===== src/rtl/cpu_pipe_ctrl_pkg.sv =====
// cpu_pkg: shared types and defaults for the KH32 pipeline sequencer.
// Holds the state encoding, stage-control bundle and parameter defaults.
package cpu_pkg;

  typedef enum logic [2:0] {
    ST_START    = 3'd0,
    ST_RUN      = 3'd1,
    ST_FLUSH    = 3'd2,
    ST_MEM_WAIT = 3'd3,
    ST_HALT     = 3'd4,
    ST_STEP     = 3'd5
  } state_e;

  localparam int unsigned FLUSH_CYCLES_DEF = 2;
  localparam int unsigned MEM_TIMEOUT_DEF  = 255;
  localparam int unsigned CNT_W_DEF        = 16;

  localparam int unsigned WCNT_W = 16;
  localparam int unsigned FCNT_W = 3;

  typedef struct packed {
    logic if_en;
    logic id_en;
    logic ex_en;
    logic bubble;
  } stage_ctl_t;

  localparam stage_ctl_t CTL_STALL = '{1'b0, 1'b0, 1'b0, 1'b0};
  localparam stage_ctl_t CTL_IDLE  = '{1'b0, 1'b0, 1'b0, 1'b1};
  localparam stage_ctl_t CTL_RUN   = '{1'b1, 1'b1, 1'b1, 1'b0};
  localparam stage_ctl_t CTL_FLUSH = '{1'b1, 1'b1, 1'b1, 1'b1};

endpackage


===== src/rtl/cpu_pipe_ctrl_if.sv =====
// cpu_pipe_ctrl_if: EX-side flags in, stage enables and status out.
// master = EX/debug side, slave = the sequencer.
interface cpu_pipe_ctrl_if #(
  parameter int unsigned CNT_W = 16
);
  logic             jump_flag;
  logic             mem_access;
  logic             dmem_ack;
  logic             halt_req;
  logic             step_req;
  logic             clr_err;
  logic             if_en;
  logic             id_en;
  logic             ex_en;
  logic             bubble;
  logic [2:0]       state_o;
  logic             mem_timeout_err;
  logic [CNT_W-1:0] flush_cnt;

  modport master (
    output jump_flag, mem_access, dmem_ack,
    output halt_req, step_req, clr_err,
    input  if_en, id_en, ex_en, bubble,
    input  state_o, mem_timeout_err, flush_cnt
  );

  modport slave (
    input  jump_flag, mem_access, dmem_ack,
    input  halt_req, step_req, clr_err,
    output if_en, id_en, ex_en, bubble,
    output state_o, mem_timeout_err, flush_cnt
  );
endinterface


===== src/rtl/cpu_sat_counter.sv =====
// cpu_sat_counter: W-bit incrementer that sticks at all-ones.
// Ports: clk, rst (async, active-low), en_i, cnt_o.
module cpu_sat_counter #(
  parameter int unsigned W = 16
) (
  input  logic         clk,
  input  logic         rst,
  input  logic         en_i,
  output logic [W-1:0] cnt_o
);

  logic [W-1:0] cnt_q;
  logic [W-1:0] cnt_d;

  always_comb begin
    cnt_d = cnt_q;
    if (en_i && (cnt_q != '1)) cnt_d = cnt_q + 1'b1;
  end

  always_ff @(posedge clk or negedge rst) begin
    if (!rst) cnt_q <= '0;
    else      cnt_q <= cnt_d;
  end

  assign cnt_o = cnt_q;

endmodule


===== src/rtl/cpu_pipe_ctrl.sv =====
// cpu_pipe_ctrl: IF/ID/EX enable and ID bubble sequencer (flush/mem/debug).
// Ports: clk, rst (async, active-low), bus (slave side of cpu_pipe_ctrl_if).
module cpu_pipe_ctrl
  import cpu_pkg::*;
#(
  parameter int unsigned FLUSH_CYCLES = FLUSH_CYCLES_DEF,
  parameter int unsigned MEM_TIMEOUT  = MEM_TIMEOUT_DEF,
  parameter int unsigned CNT_W        = CNT_W_DEF
) (
  input logic            clk,
  input logic            rst,
  cpu_pipe_ctrl_if.slave bus
);

  localparam logic [FCNT_W-1:0] FC_LOAD =
    FCNT_W'(FLUSH_CYCLES - 1);
  localparam logic [WCNT_W-1:0] TO_LIM =
    WCNT_W'(MEM_TIMEOUT);

  state_e              state_q;
  state_e              state_d;
  logic [WCNT_W-1:0]   wcnt_q;
  logic [WCNT_W-1:0]   wcnt_d;
  logic [FCNT_W-1:0]   fcnt_q;
  logic [FCNT_W-1:0]   fcnt_d;
  logic                from_step_q;
  logic                from_step_d;
  logic                err_q;
  logic                err_d;

  logic                src_step;
  state_e              res_st;
  state_e              iss_st;
  stage_ctl_t          iss_ctl;
  stage_ctl_t          ctl;
  logic                set_err;
  logic                cnt_en;

  // Issue path shared by RUN/STEP and the MEM_WAIT ack cycle.
  // src_step picks the resume rule: STEP origin always returns to HALT.
  always_comb begin
    src_step = from_step_q;
    if (state_q == ST_RUN)  src_step = 1'b0;
    if (state_q == ST_STEP) src_step = 1'b1;
    res_st = (src_step || bus.halt_req || err_q) ? ST_HALT : ST_RUN;
    iss_ctl = bus.jump_flag ? CTL_FLUSH : CTL_RUN;
    iss_st  = res_st;
    if (bus.jump_flag && (FLUSH_CYCLES > 1)) iss_st = ST_FLUSH;
  end

  always_comb begin
    state_d     = state_q;
    wcnt_d      = wcnt_q;
    fcnt_d      = fcnt_q;
    from_step_d = from_step_q;
    set_err     = 1'b0;
    cnt_en      = 1'b0;
    ctl         = CTL_STALL;
    unique case (state_q)
      ST_START: begin
        ctl     = CTL_IDLE;
        state_d = ST_RUN;
      end
      ST_RUN, ST_STEP: begin
        from_step_d = src_step;
        if (bus.mem_access && !bus.dmem_ack) begin
          state_d = ST_MEM_WAIT;
          wcnt_d  = WCNT_W'(1);
        end else begin
          ctl     = iss_ctl;
          state_d = iss_st;
          fcnt_d  = FC_LOAD;
          cnt_en  = bus.jump_flag;
        end
      end
      ST_FLUSH: begin
        ctl    = CTL_FLUSH;
        fcnt_d = fcnt_q - 1'b1;
        if (fcnt_q <= FCNT_W'(1)) state_d = res_st;
      end
      ST_MEM_WAIT: begin
        if (bus.dmem_ack) begin
          ctl     = iss_ctl;
          state_d = iss_st;
          fcnt_d  = FC_LOAD;
          cnt_en  = bus.jump_flag;
        end else if (wcnt_q >= TO_LIM) begin
          set_err = 1'b1;
          state_d = ST_HALT;
        end else begin
          wcnt_d = wcnt_q + 1'b1;
        end
      end
      ST_HALT: begin
        if (bus.step_req)                   state_d = ST_STEP;
        else if (!bus.halt_req && !err_q)   state_d = ST_RUN;
      end
      default: state_d = ST_START;
    endcase
  end

  // A timeout in the same cycle as clr_err leaves the flag set.
  always_comb begin
    err_d = err_q;
    if (bus.clr_err) err_d = 1'b0;
    if (set_err)     err_d = 1'b1;
  end

  always_ff @(posedge clk or negedge rst) begin
    if (!rst) begin
      state_q     <= ST_START;
      wcnt_q      <= '0;
      fcnt_q      <= '0;
      from_step_q <= 1'b0;
      err_q       <= 1'b0;
    end else begin
      state_q     <= state_d;
      wcnt_q      <= wcnt_d;
      fcnt_q      <= fcnt_d;
      from_step_q <= from_step_d;
      err_q       <= err_d;
    end
  end

  cpu_sat_counter #(
    .W (CNT_W)
  ) u_flush_cnt (
    .clk   (clk),
    .rst   (rst),
    .en_i  (cnt_en),
    .cnt_o (bus.flush_cnt)
  );

  assign bus.if_en           = ctl.if_en;
  assign bus.id_en           = ctl.id_en;
  assign bus.ex_en           = ctl.ex_en;
  assign bus.bubble          = ctl.bubble;
  assign bus.state_o         = state_q;
  assign bus.mem_timeout_err = err_q;

endmodule


===== src/flat_wrapper.sv =====
// flat-port wrapper written by rule: the top's interface ports become plain ports
module cpu_pipe_ctrl_flat import cpu_pkg::*;
#(
  parameter int unsigned FLUSH_CYCLES = FLUSH_CYCLES_DEF,
  parameter int unsigned MEM_TIMEOUT  = MEM_TIMEOUT_DEF,
  parameter int unsigned CNT_W        = CNT_W_DEF
)
  (clk, rst, bus_jump_flag, bus_mem_access, bus_dmem_ack, bus_halt_req, bus_step_req, bus_clr_err, bus_if_en, bus_id_en, bus_ex_en, bus_bubble, bus_state_o, bus_mem_timeout_err, bus_flush_cnt);
  cpu_pipe_ctrl_if #(.CNT_W(CNT_W)) bus_i ();
  input logic clk;
  input logic rst;
  input wire logic [$bits(bus_i.jump_flag)-1:0] bus_jump_flag;
  input wire logic [$bits(bus_i.mem_access)-1:0] bus_mem_access;
  input wire logic [$bits(bus_i.dmem_ack)-1:0] bus_dmem_ack;
  input wire logic [$bits(bus_i.halt_req)-1:0] bus_halt_req;
  input wire logic [$bits(bus_i.step_req)-1:0] bus_step_req;
  input wire logic [$bits(bus_i.clr_err)-1:0] bus_clr_err;
  output wire logic [$bits(bus_i.if_en)-1:0] bus_if_en;
  output wire logic [$bits(bus_i.id_en)-1:0] bus_id_en;
  output wire logic [$bits(bus_i.ex_en)-1:0] bus_ex_en;
  output wire logic [$bits(bus_i.bubble)-1:0] bus_bubble;
  output wire logic [$bits(bus_i.state_o)-1:0] bus_state_o;
  output wire logic [$bits(bus_i.mem_timeout_err)-1:0] bus_mem_timeout_err;
  output wire logic [$bits(bus_i.flush_cnt)-1:0] bus_flush_cnt;
  assign bus_i.jump_flag = bus_jump_flag;
  assign bus_i.mem_access = bus_mem_access;
  assign bus_i.dmem_ack = bus_dmem_ack;
  assign bus_i.halt_req = bus_halt_req;
  assign bus_i.step_req = bus_step_req;
  assign bus_i.clr_err = bus_clr_err;
  assign bus_if_en = bus_i.if_en;
  assign bus_id_en = bus_i.id_en;
  assign bus_ex_en = bus_i.ex_en;
  assign bus_bubble = bus_i.bubble;
  assign bus_state_o = bus_i.state_o;
  assign bus_mem_timeout_err = bus_i.mem_timeout_err;
  assign bus_flush_cnt = bus_i.flush_cnt;
  cpu_pipe_ctrl #(.FLUSH_CYCLES(FLUSH_CYCLES), .MEM_TIMEOUT(MEM_TIMEOUT), .CNT_W(CNT_W)) u_core (.clk(clk), .rst(rst), .bus(bus_i));
endmodule

===== config.mk =====
export PLATFORM = sky130hd
export DESIGN_NAME = cpu_pipe_ctrl_flat
export DESIGN_NICKNAME = d
export VERILOG_FILES = /design/src/rtl/cpu_pipe_ctrl_pkg.sv /design/src/rtl/cpu_pipe_ctrl_if.sv /design/src/rtl/cpu_sat_counter.sv /design/src/rtl/cpu_pipe_ctrl.sv /design/src/flat_wrapper.sv
export SDC_FILE = /design/constraint.sdc
export NUM_CORES = 1
export LEC_CHECK = 0
export ABC_AREA = 1
export BUFFER_PORTS_ARGS = -buffer_cell sky130_fd_sc_hd__buf_2
export CORE_ASPECT_RATIO = 0.75
export CORE_MARGIN = 4
export CORE_UTILIZATION = 39
export CTS_BUF_LIST = sky130_fd_sc_hd__clkbuf_8
export DETAILED_ROUTE_END_ITERATION = 12
export MAX_ROUTING_LAYER = met4
export SLEW_MARGIN = 20
export SYNTH_ARGS = -nofsm -noshare
export SYNTH_HDL_FRONTEND = slang
export SYNTH_SLANG_ARGS = --single-unit

===== constraint.sdc =====
create_clock -name clk -period 1.39 [get_ports clk]
set_input_delay 0.139 -clock clk [delete_from_list [all_inputs] [get_ports clk]]
set_output_delay 0.139 -clock clk [all_outputs]
set_load 0.1 [all_outputs]

Word-level counts from Yosys, hierarchy flattened
Cells that the tools add are included.
- muxes and demuxes: 30
- order comparisons: 2
- eq/ne operators: 14
- $add $sub $neg: 3
- reductions and logical operators: 16
- operators with widths (operator ; count):
    $mux W16 ; 3
    $add A16 B1 Y16 const B ; 2
    $pmux W16 S2 ; 1
    $mux W3 ; 10
    $ge A16 B8 Y1 const B ; 1
    $ne A16 B16 Y1 const B ; 1
    $pmux W4 S4 ; 1
    $pmux W3 S5 ; 1
    $mux W1 ; 10
    $pmux W3 S3 ; 1
    $mux W4 ; 2
    $ne A2 B2 Y1 const B ; 4
    $eq A3 B2 Y1 const B ; 2
    $eq A3 B3 Y1 const B ; 2
    $ne A3 B2 Y1 const B ; 2
    $reduce_and A3 Y1 ; 2
    $ne A2 B1 Y1 const B ; 2
    $reduce_and A4 Y1 ; 1
    $reduce_bool A2 Y1 ; 2
    $eq A3 B1 Y1 const B ; 1
    $le A3 B1 Y1 const B ; 1
    $logic_and A1 B1 Y1 ; 3
    $logic_not A1 Y1 ; 3
    $logic_not A3 Y1 ; 1
    5 further kinds ; 6
- bits in registers: 40
- input bits: 8

Depth between registers and ports, before layout
Gate-level depths: netlist (run 1).
- word-level depth: 9
- depth in mapped cells: 10

Modules after synthesis
Synthesis (run 1) repeated with hierarchy kept, for this count alone.
- cell total of the unflattened synthesis: 341
- area, all modules: 2467.4 um^2
- by module, submodules not included (module ; area an instance (um^2) ; cells an instance ; times used ; sequential area each (um^2)):
    cpu_pipe_ctrl ; 1408.9 ; 192 ; 1 ; 600.6
    cpu_sat_counter ; 1058.5 ; 149 ; 1 ; 400.4

Worst setup path before layout (run 1)
No wires, ideal clock.
- path type: reg-to-output
- start: register u_core.state_q[0] (netlist: u_core.bus.state_o[0])
- end: output port bus_bubble
- slack: -1791 ps
- data required time: 1251 ps
- path buffers: 0
- cell stages (with the launch flop): 7
- data arrival time: 3042 ps
- path through: dfrtp_1 -> nand2_2 -> inv_2 -> nand2_4 -> nand2_4 -> nand2_4 -> a22oi_1
- longest elaborated chain between the ends: 3
- elaborated cells on any way between the ends: 7
- RTL lines (what ; line ; text):
    start: declaration ; cpu_pipe_ctrl.sv:20 ; state_e state_q;
    start signal: assignment ; cpu_pipe_ctrl.sv:117 ; state_q <= state_d;
    $eq A3 B3 Y1 / $eq A3 B1 Y1 (equally long branches) ; cpu_pipe_ctrl.sv:59 ; unique case (state_q)
    $reduce_or A2 Y1 ; cpu_pipe_ctrl.sv:59 ;
    $pmux W4 S4 * ; cpu_pipe_ctrl.sv:59 ;
    end: declaration ; flat_wrapper.sv:21 ; output wire logic [$bits(bus_i.bubble)-1:0] bus_bubble;
Every way passes the cells marked *; elsewhere a longest branch is shown, timed or not.

Final worst setup path (run 1)
- start: register u_core.state_q[2] (netlist: u_core.bus.state_o[2])
- end: output port bus_bubble
The elaborated chain is that of the path after synthesis.

==> results of run 1 <==
[final cells by class]
cell class | instances | area (µm²) | area share [%]
clock buffers | 6 | 82.6 | 2.10
clock inverters | 2 | 10.0 | 0.255
inverters | 45 | 189 | 4.81
multi-input cells | 221 | 1380 | 35.1
flip-flops and latches | 40 | 1070 | 27.2
well taps | 78 | 97.6 | 2.49
repair buffers | 111 | 1100 | 27.9
repair inverters | 1 | 8.76 | 0.223
[logic make-up after synthesis]
kind of cell | after synthesis | share of synthesized area (%)
flip-flops | 40 | 42.0
AND/OR/NAND/NOR | 177 | 34.2
XOR/XNOR | 12 | 4.41
adder cells (fa/ha/maj) | 3 | 1.58
AO/OA/AOI/OAI | 28 | 7.88
buffers and inverters | 50 | 9.93
[path summary, 6_finish.rpt]
check	start	cells after the start	slack (ns)	end
worst max-delay path	u_core.bus.state_o[2]	8	-0.35	bus_bubble
worst min-delay path	bus_clr_err	2	0.008	u_core.bus.mem_timeout_err
worst max register to register	u_core.bus.state_o[1]	10	-0.27	u_core.wcnt_q[0]
worst min register to register	u_core.wcnt_q[8]	2	0.50	u_core.wcnt_q[8]
max in group asynchronous	rst	3	0.59	u_core.bus.state_o[0]
min in group asynchronous	rst	2	0.31	u_core.u_flush_cnt.cnt_o[1]
[flip-flops by register name (all words and copies together), names as in the netlist]
| name | count |
|---|---|
| u_core.wcnt_q | 16 |
| u_core.u_flush_cnt.cnt_o | 16 |
| u_core.bus.state_o | 3 |
| u_core.bus.mem_timeout_err | 1 |
| u_core.from_step_q | 1 |
| u_core.fcnt_q | 3 |
[worst max-delay path: stages, from the launching register on]
cell and delay, ns:
dfrtp_4 0.49, inv_4 0.08, nand3_4 0.08, clkinv_4 0.07, nand2_4 0.05, nand2_4 0.08, nand2_4 0.06, a22oi_2 0.18
buf_12 0.21
[report_power, final]
group	internal, mW	leakage (nW)	switching (mW)
clock network	0.397	0.0510	0.426
registers	1.52	0.504	0.245
logic	2.28	1.42	3.85
total	4.20	1.97	4.52
[per-stage QoR]
step                util [%]  setup slack [ns]  power (mW)
floorplan                  -            -0.775        5.17
global placement        57.9           -0.0719        6.84
detailed placement      57.9            -0.162        6.91
CTS                     63.2            -0.326        8.18
global route            67.1            -0.405        9.12
finish                  67.1            -0.349        8.72
[cell usage after synthesis, drive strengths merged]
| cell type | count | share of area, % |
|---|---|---|
| nor3 | 6 | 1.3 |
| a22oi | 1 | 0.32 |
| ha | 3 | 1.6 |
| clkinv | 1 | 0.37 |
| o22ai | 1 | 0.26 |
| nand3b | 1 | 0.32 |
| o21ai | 23 | 6.6 |
| xnor2 | 1 | 0.37 |
| xor2 | 11 | 4.0 |
| nand2 | 100 | 18 |
| a21oi | 2 | 0.42 |
| nor2 | 43 | 7.8 |
| o31ai | 1 | 0.32 |
| dfrtp | 40 | 42 |
| nand3 | 21 | 5.1 |
| buf | 5 | 2.6 |
| nand4 | 5 | 1.3 |
| inv | 44 | 6.9 |
| or2 | 1 | 0.26 |
[repair_timing]
item | CTS | global route
hold buffers | 1 | 0
cloned | 4 | 0
buffers inserted | 8 | 7
gates resized for setup | 21 | 53
endpoints found under the setup margin | 37 | 42
endpoints found under the hold margin | 15 | 0
pin swaps | 7 | 12
[per-layer routing]
metal / share of wire (%) / GRT usage [%] / routed length, µm / up-vias
met1: 46 / 23.6 / 3130 / 1137
met2: 48 / 30.7 / 3240 / 49
met4: 1.1 / 4.70 / 74 / 0
li1: - / - / - / 1202
met3: 4.7 / 4.03 / 321 / 11
met5: 0 / - / 0 / -
==> run_results.csv, run 1 <==
group,metric,value,unit
timing,finalHoldViolCount,0,
timing,slew_headroom,66.8,%
pwr,power_density,2220,nW/µm²
critical_path,startpoint_type,"register",
detailed_routing,drcViolationCount,0,
floorplan,rows,24,
clock_tree,cts_tree,"yes",
floorplan,floorplan.die_area,7430,µm²
synth,syn_inst,310,
timing,setup_tns,-8.38,ns
synth,netlist_area,2380,µm²
job,maxCapViolCount,0,
placement,dp.cells,476,
timing,setup_violations,39,
final_layout,layoutNonFillerInstCount,504,
final_layout,syn_to_final_growth,64.9,%
synth,ys_ff_latch,40,
final_layout,n_fill_cell,478,
placement,gp_congestion,0.878,
floorplan,die_w,98.2,µm
pwr,leakage,1.97,nW
global_route,first_global_vias,2318,
timing,slew_violations,0,
timing,grt_setup_unrepaired,"yes",
timing,setup_ws,-0.349,ns
synth,synth_nets,321,
synth,syn_area_per_cell,7.68,µm²
synth,synth_cell_types,29,
clock_tree,cts_root_buf,"clkbuf_8",
timing,post-route-period-util,125,%
timing,worst_pin_slew,0.501,ns
placement,port_buffers,31,
final_layout,drive_gt1_share,51.9,%
clock_tree,clock-sinks,40,
synth,ys_seq_area_share,42.0,%
detailed_routing,vias_per_cell,4.76,
clock_tree,clock_path_buffers,2,
critical_path,critPathMaxFanout,3,
global_route,antenna_found_initial,0,
hold_path,hp-class,"in2reg",
synth,synth_warnings,0,
clock_tree,clkLatencyLatePin,0.30,ns
clock_tree,path_clk_slew,0.08,ns
critical_path,cp-end-kind,"primary output",
timing,hold_ws,0.00814,ns
global_route,grt_overflow,0,
placement,dp_hpwl,4680,µm
pwr,ir_drop,1.11,mV
global_route,grt_pass1_wl,10600,µm
clock_tree,cts_buffers,5,
timing,fin_crit,1.74,ns
detailed_routing,dr.pass1.iters,4,
global_route,grt_max_degree,26,
final_layout,final_cell_mix,"nand2_1, buf_4, inv_1",
critical_path,path_class,"reg2out",
placement,dpl_cell_area,3390,µm²
global_route,grt.total_usage,18.5,%
floorplan,die_y,75.7,µm
timing,max_freq,575,MHz
run_status,violations,"negative setup slack",
floorplan,ioPinCount,32,
detailed_routing,dr.first_iter.drc_count,102,
final_layout,layout.nets,436,
run_status,status,"finished, violations left",
detailed_routing,via_count,2399,
detailed_routing,wirelength,6770,µm
clock_tree,h-tree-depth,2,
detailed_routing,post_drt_wl_per_cell,13.4,µm
timing,fin_skew,0.00625,ns
final_layout,diodes,0,
floorplan,start_util,40.7,%
floorplan,core-area,5860,µm²
final_layout,stdcell_area,3930,µm²
critical_path,arrival,1.60,ns
critical_path,cp.required,1.25,ns
detailed_routing,ant_nets,0,
No activity file was read; power rests on OpenSTA's default activity.
==> inputs of run 2 (changes only) <==
--- a/config.mk
+++ b/config.mk
@@ -13,6 +13,7 @@
 export CTS_BUF_LIST = sky130_fd_sc_hd__clkbuf_8
 export DETAILED_ROUTE_END_ITERATION = 12
 export MAX_ROUTING_LAYER = met4
+export SKIP_CTS_REPAIR_TIMING = 1
 export SLEW_MARGIN = 20
 export SYNTH_ARGS = -nofsm -noshare
 export SYNTH_HDL_FRONTEND = slang
==> run 2 against run 1 <==
The flow still finishes with violations (negative setup slack). Critical path depth unchanged. Critical endpoint unchanged. Largest power group unchanged. Global-route usage down 1.5 points. Highest routed layer unchanged. Critical path type unchanged. Sequential share of layout area up 0.81 points. Sequential power about the same. Power down 2.0%. Wire length down 6.3%. Final cell count down 0.40%.
==> run_results.csv, run 2 (synthesis gave the netlist of run 1 again) <==
group,metric,value,unit
job,maxCapViolCount,0,
detailed_routing,vias_per_cell,4.68,
timing,slew_headroom,66.7,%
global_route,grt.total_usage,17.1,%
floorplan,core-area,5860,µm²
placement,port_buffers,31,
final_layout,diodes,0,
timing,fin_skew,0.00478,ns
clock_tree,path_clk_slew,0.08,ns
critical_path,path_class,"reg2out",
critical_path,startpoint_type,"register",
clock_tree,clock_path_buffers,2,
critical_path,r2r-end,"u_core.u_flush_cnt.cnt_o[6]",
timing,fin_crit,1.73,ns
floorplan,ioPinCount,32,
final_layout,syn_to_final_growth,60.1,%
detailed_routing,via_count,2349,
final_layout,layout.nets,434,
global_route,grt_overflow,0,
global_route,grt_max_degree,26,
global_route,grt_pass1_wl,9830,µm
detailed_routing,drcViolationCount,0,
timing,max_freq,579,MHz
placement,gp_congestion,0.878,
critical_path,max_stage_delay,0.50,ns
run_status,status,"finished, violations left",
detailed_routing,ant_nets,0,
detailed_routing,dr.first_iter.drc_count,91,
critical_path,r2r_cells,10,
final_layout,layoutNonFillerInstCount,502,
placement,dp.cells,476,
critical_path,crit_family,"flip-flops",
critical_path,r2r-start,"u_core.bus.state_o[2]",
pwr,leakage,1.84,nW
clock_tree,cts_buffers,5,
critical_path,cp.buffers_inverters,3,
clock_tree,clkLatencyLatePin,0.29,ns
hold_path,hp-class,"in2reg",
clock_tree,cts_tree,"yes",
floorplan,start_util,40.7,%
clock_tree,cts_root_buf,"clkbuf_8",
floorplan,die_w,98.2,µm
critical_path,cp.required,1.25,ns
run_status,violations,"negative setup slack",
detailed_routing,wirelength,6340,µm
critical_path,critPathMaxFanout,4,
pwr,ir_drop,1.02,mV
final_layout,n_fill_cell,485,
final_layout,drive_gt1_share,47.9,%
timing,worst_pin_slew,0.503,ns
placement,dp_hpwl,4680,µm
hold_path,worstHoldEndpoint,"u_core.bus.mem_timeout_err",
timing,setup_ws,-0.338,ns
pwr,finalPower,8.54,mW
critical_path,arrival,1.59,ns
critical_path,worstPathCellList,"inv_4, nand3_4, clkinv_4, nand2_4, nand2_4, nand2_4, a22oi_2, buf_12",
floorplan,floorplan.die_area,7430,µm²
floorplan,rows,24,
timing,grt_setup_unrepaired,"yes",
pwr,power_density,2240,nW/µm²
hold_path,worst_hold_path.num_cells,2,
final_layout,layout_commonest_cell,"nand2_1",
critical_path,cp-end-kind,"primary output",
detailed_routing,post_drt_wl_per_cell,12.6,µm
critical_path,r2r_slack,-0.27,ns
hold_path,holdCritStartpoint,"bus_clr_err",
timing,finalHoldViolCount,0,
timing,setup_violations,39,
clock_tree,h-tree-depth,2,
detailed_routing,dr.pass1.iters,5,
critical_path,cp_slowest_cell,"dfrtp_4",
critical_path,path_common_cell,"nand2_4",
timing,slew_violations,0,
global_route,antenna_found_initial,0,
timing,post-route-period-util,124,%
clock_tree,clock-sinks,40,
floorplan,die_y,75.7,µm
global_route,first_global_vias,2118,
final_layout,final_cell_mix,"nand2_1, buf_4, nor2_1",
run 2: changes by cell type in the layout (fill, tap and decap cells not counted), moves of 4 or more:
cell	before	now
nor2_2	8	1
nand2_4	18	7
nor2_1	32	36
nand2_1	65	76
run 2: stage by stage:
stage	setup TNS (ns)	hold slack, ns	utilization, %	setup slack (ns)	instance area (µm²)
2_1_floorplan	-9.88	-0.157	-	-0.775	2510
3_3_place_gp	-1.30	0.103	57.9	-0.0719	3390
6_report	-7.44	0.0106	65.1	-0.338	3810
3_5_place_dp	-2.71	0.107	57.9	-0.162	3390
5_1_grt	-9.66	0.00472	65.1	-0.405	3810
4_1_cts	-4.62	-0.212	59.5	-0.397	3480
run 2: worst max-delay path by stage:
stage	endpoint	cells after the start	startpoint	slack (ns)
after detailed placement	u_core.wcnt_q[3]	10	u_core.wcnt_q[0]	-0.16
after global routing	bus_bubble	8	u_core.bus.state_o[2]	-0.40
after global placement	u_core.wcnt_q[3]	10	u_core.wcnt_q[0]	-0.07
after floorplan	bus_bubble	7	u_core.bus.state_o[2]	-0.78
final	bus_bubble	8	u_core.bus.state_o[2]	-0.34
after CTS	bus_bubble	8	u_core.bus.state_o[1]	-0.40
run 2: power breakdown:
part	total (mW)	switching (mW)	internal (mW)
combinational	5.96	3.67	2.28
clock	0.822	0.425	0.397
sequential	1.76	0.240	1.52
run 2: layer usage:
layer | global-route usage [%] | vias to the layer above | wire [µm]
met2 | 26.5 | 37 | 2940
met5 | - | - | 0
met4 | 3.33 | 0 | 62
met3 | 3.84 | 9 | 187
met1 | 23.3 | 1113 | 3150
li1 | - | 1190 | -
run 2: cell type report:
type                            instances  area [µm²]  share of cell area, %
Multi-Input combinational cell        220        1290                   33.8
Sequential cell                        40        1070                   28.0
Timing Repair Buffer                  110        1060                   27.9
Inverter                               45         196                   5.15
Tap cell                               78        97.6                   2.56
Clock buffer                            6        82.6                   2.17
Clock inverter                          2        10.0                  0.263
Timing Repair inverter                  1        8.76                  0.230
==> inputs of run 3 (changes only) <==
--- a/config.mk
+++ b/config.mk
@@ -13,8 +13,8 @@
 export CTS_BUF_LIST = sky130_fd_sc_hd__clkbuf_8
 export DETAILED_ROUTE_END_ITERATION = 12
 export MAX_ROUTING_LAYER = met4
+export REMOVE_ABC_BUFFERS = 1
 export SKIP_CTS_REPAIR_TIMING = 1
-export SLEW_MARGIN = 20
 export SYNTH_ARGS = -nofsm -noshare
 export SYNTH_HDL_FRONTEND = slang
 export SYNTH_SLANG_ARGS = --single-unit
==> run 3 against run 2 <==
The flow still finishes with violations (negative setup slack). Core utilization shrank 4.7 points. First-iteration DRC count grew 19%. Clock power shrank 4.6%. Count of clock-buffer cells in the layout is the same. Flip-flop and latch count is the same. Final cell count shrank 1.6%. Fmax grew 3.9%. Largest cell class unchanged. Largest power group unchanged.
==> run_results.csv, run 3 (synthesis gave the netlist of run 1 again) <==
group,metric,value,unit
placement,dp_hpwl,4330,µm
critical_path,crit_family,"flip-flops",
detailed_routing,ant_nets,0,
timing,fin_skew,0.00792,ns
hold_path,hp-class,"in2reg",
timing,setup_ws,-0.273,ns
timing,post-route-period-util,120,%
final_layout,diodes,0,
global_route,grt.total_usage,16.2,%
timing,finalHoldViolCount,0,
placement,dp.cells,472,
global_route,antenna_found_initial,0,
placement,gp_congestion,0.879,
critical_path,cp_slowest_cell,"dfrtp_2",
critical_path,arrival,1.52,ns
critical_path,path_common_cell,"nand2_4",
floorplan,rows,24,
final_layout,layout.nets,426,
clock_tree,clock-sinks,40,
run_status,status,"finished, violations left",
final_layout,drive_gt1_share,42.1,%
pwr,finalPower,7.92,mW
global_route,grt_pass1_wl,9330,µm
final_layout,syn_to_final_growth,48.5,%
critical_path,cp.required,1.25,ns
critical_path,cp-end-kind,"primary output",
final_layout,n_fill_cell,528,
final_layout,layoutNonFillerInstCount,494,
final_layout,final_core_util,60.4,%
final_layout,stdcell_area,3540,µm²
floorplan,die_y,75.7,µm
timing,max_freq,601,MHz
critical_path,startpoint_type,"register",
run_status,violations,"negative setup slack",
detailed_routing,via_count,2304,
timing,setup_violations,35,
placement,dp_worst_setup_slack,-0.128,ns
placement,dpl_cell_area,3130,µm²
job,maxCapViolCount,0,
detailed_routing,dr.first_iter.drc_count,108,
clock_tree,cts_tree,"yes",
clock_tree,cts_buffers,5,
detailed_routing,post_drt_wl_per_cell,12.5,µm
detailed_routing,dr.pass1.iters,4,
clock_tree,path_clk_slew,0.07,ns
critical_path,critPathMaxFanout,3,
timing,slew_violations,0,
timing,worst_pin_slew,0.487,ns
floorplan,core-area,5860,µm²
pwr,leakage,1.82,nW
global_route,grt_max_degree,41,
floorplan,die_w,98.2,µm
floorplan,start_util,40.7,%
final_layout,layout_commonest_cell,"nand2_1",
timing,fin_crit,1.66,ns
global_route,first_global_vias,2088,
floorplan,floorplan.die_area,7430,µm²
timing,slew_headroom,67.8,%
detailed_routing,wirelength,6160,µm
critical_path,cp.buffers_inverters,3,
floorplan,ioPinCount,32,
pwr,ir_drop,1.15,mV
critical_path,max_stage_delay,0.45,ns
final_layout,final_cell_mix,"nand2_1, buf_4, inv_1, dfrtp_1, nor2_1",
timing,grt_setup_unrepaired,"yes",
clock_tree,clkLatencyLatePin,0.29,ns
global_route,grt_overflow,0,
clock_tree,clock_path_buffers,2,
critical_path,path_class,"reg2out",
detailed_routing,drcViolationCount,0,
clock_tree,cts_root_buf,"clkbuf_8",
pwr,power_density,2240,nW/µm²
critical_path,worstPathCellList,"inv_2, nand2_2, inv_2, nand2_4, nand2_4, nand2_4, a22oi_2, buf_12",
placement,port_buffers,31,
clock_tree,h-tree-depth,2,
detailed_routing,vias_per_cell,4.66,
[run 3: cell types whose count changed in the layout (fill, tap and decap cells not counted), moves of 5 or more]
cell | previous run | this run
buf_12 | 16 | 9
buf_2 | 14 | 23
dfrtp_1 | 20 | 38
buf_4 | 64 | 59
dfrtp_4 | 16 | 0
[run 3: final timing paths]
check	slack [ns]	from	end	cells after the start
min in group asynchronous	0.34	rst	u_core.u_flush_cnt.cnt_o[13]	3
max in group asynchronous	0.83	rst	u_core.bus.state_o[1]	3
setup reg to reg	-0.16	u_core.bus.state_o[1]	u_core.u_flush_cnt.cnt_o[3]	10
hold / removal	0.02	bus_clr_err	u_core.bus.mem_timeout_err	2
setup / recovery	-0.27	u_core.bus.state_o[1]	bus_bubble	8
hold reg to reg	0.50	u_core.wcnt_q[11]	u_core.wcnt_q[11]	2
[run 3: where the power goes]
part           switching (mW)  internal (mW)
logic                    3.55           1.95
registers               0.207           1.43
clock network           0.394          0.391
total                    4.15           3.77
[run 3: per-stage QoR]
stage	hold WS [ns]	TNS, ns
final	0.0235	-4.42
after global routing	0.0137	-7.19
after CTS	-0.187	-4.94
after detailed placement	0.129	-3.10
after global placement	0.129	-1.71
after floorplan	-0.157	-41.28
[run 3: cell type report]
type	count	area, µm²	area share, %
tap	78	97.6	2.76
timing repair inverter	1	8.76	0.248
sequential	40	1000	28.4
clock buffer	6	82.6	2.34
clock inverter	2	7.51	0.212
multi-input combinational	220	1270	36.0
inverter	45	184	5.20
timing repair buffer	102	881	24.9
[run 3: worst register-to-register path, cell delays in order (launching register included)]
cell	delay, ns
dfrtp_2	0.45
inv_2	0.07
nand2_2	0.05
inv_2	0.08
nand2_4	0.05
nand2_4	0.08
nand2_4	0.05
buf_4	0.15
nor2_8	0.21
clkbuf_16	0.20
o21ai_2	0.05
[run 3: layer usage]
layer / vias up / GRT usage (%) / share of wire (%)
met4: 0 / 3.64 / 1.5
met5: - / - / 0
met2: 55 / 25.6 / 47
met1: 1065 / 22.0 / 46
met3: 9 / 3.11 / 5.5
li1: 1175 / - / -
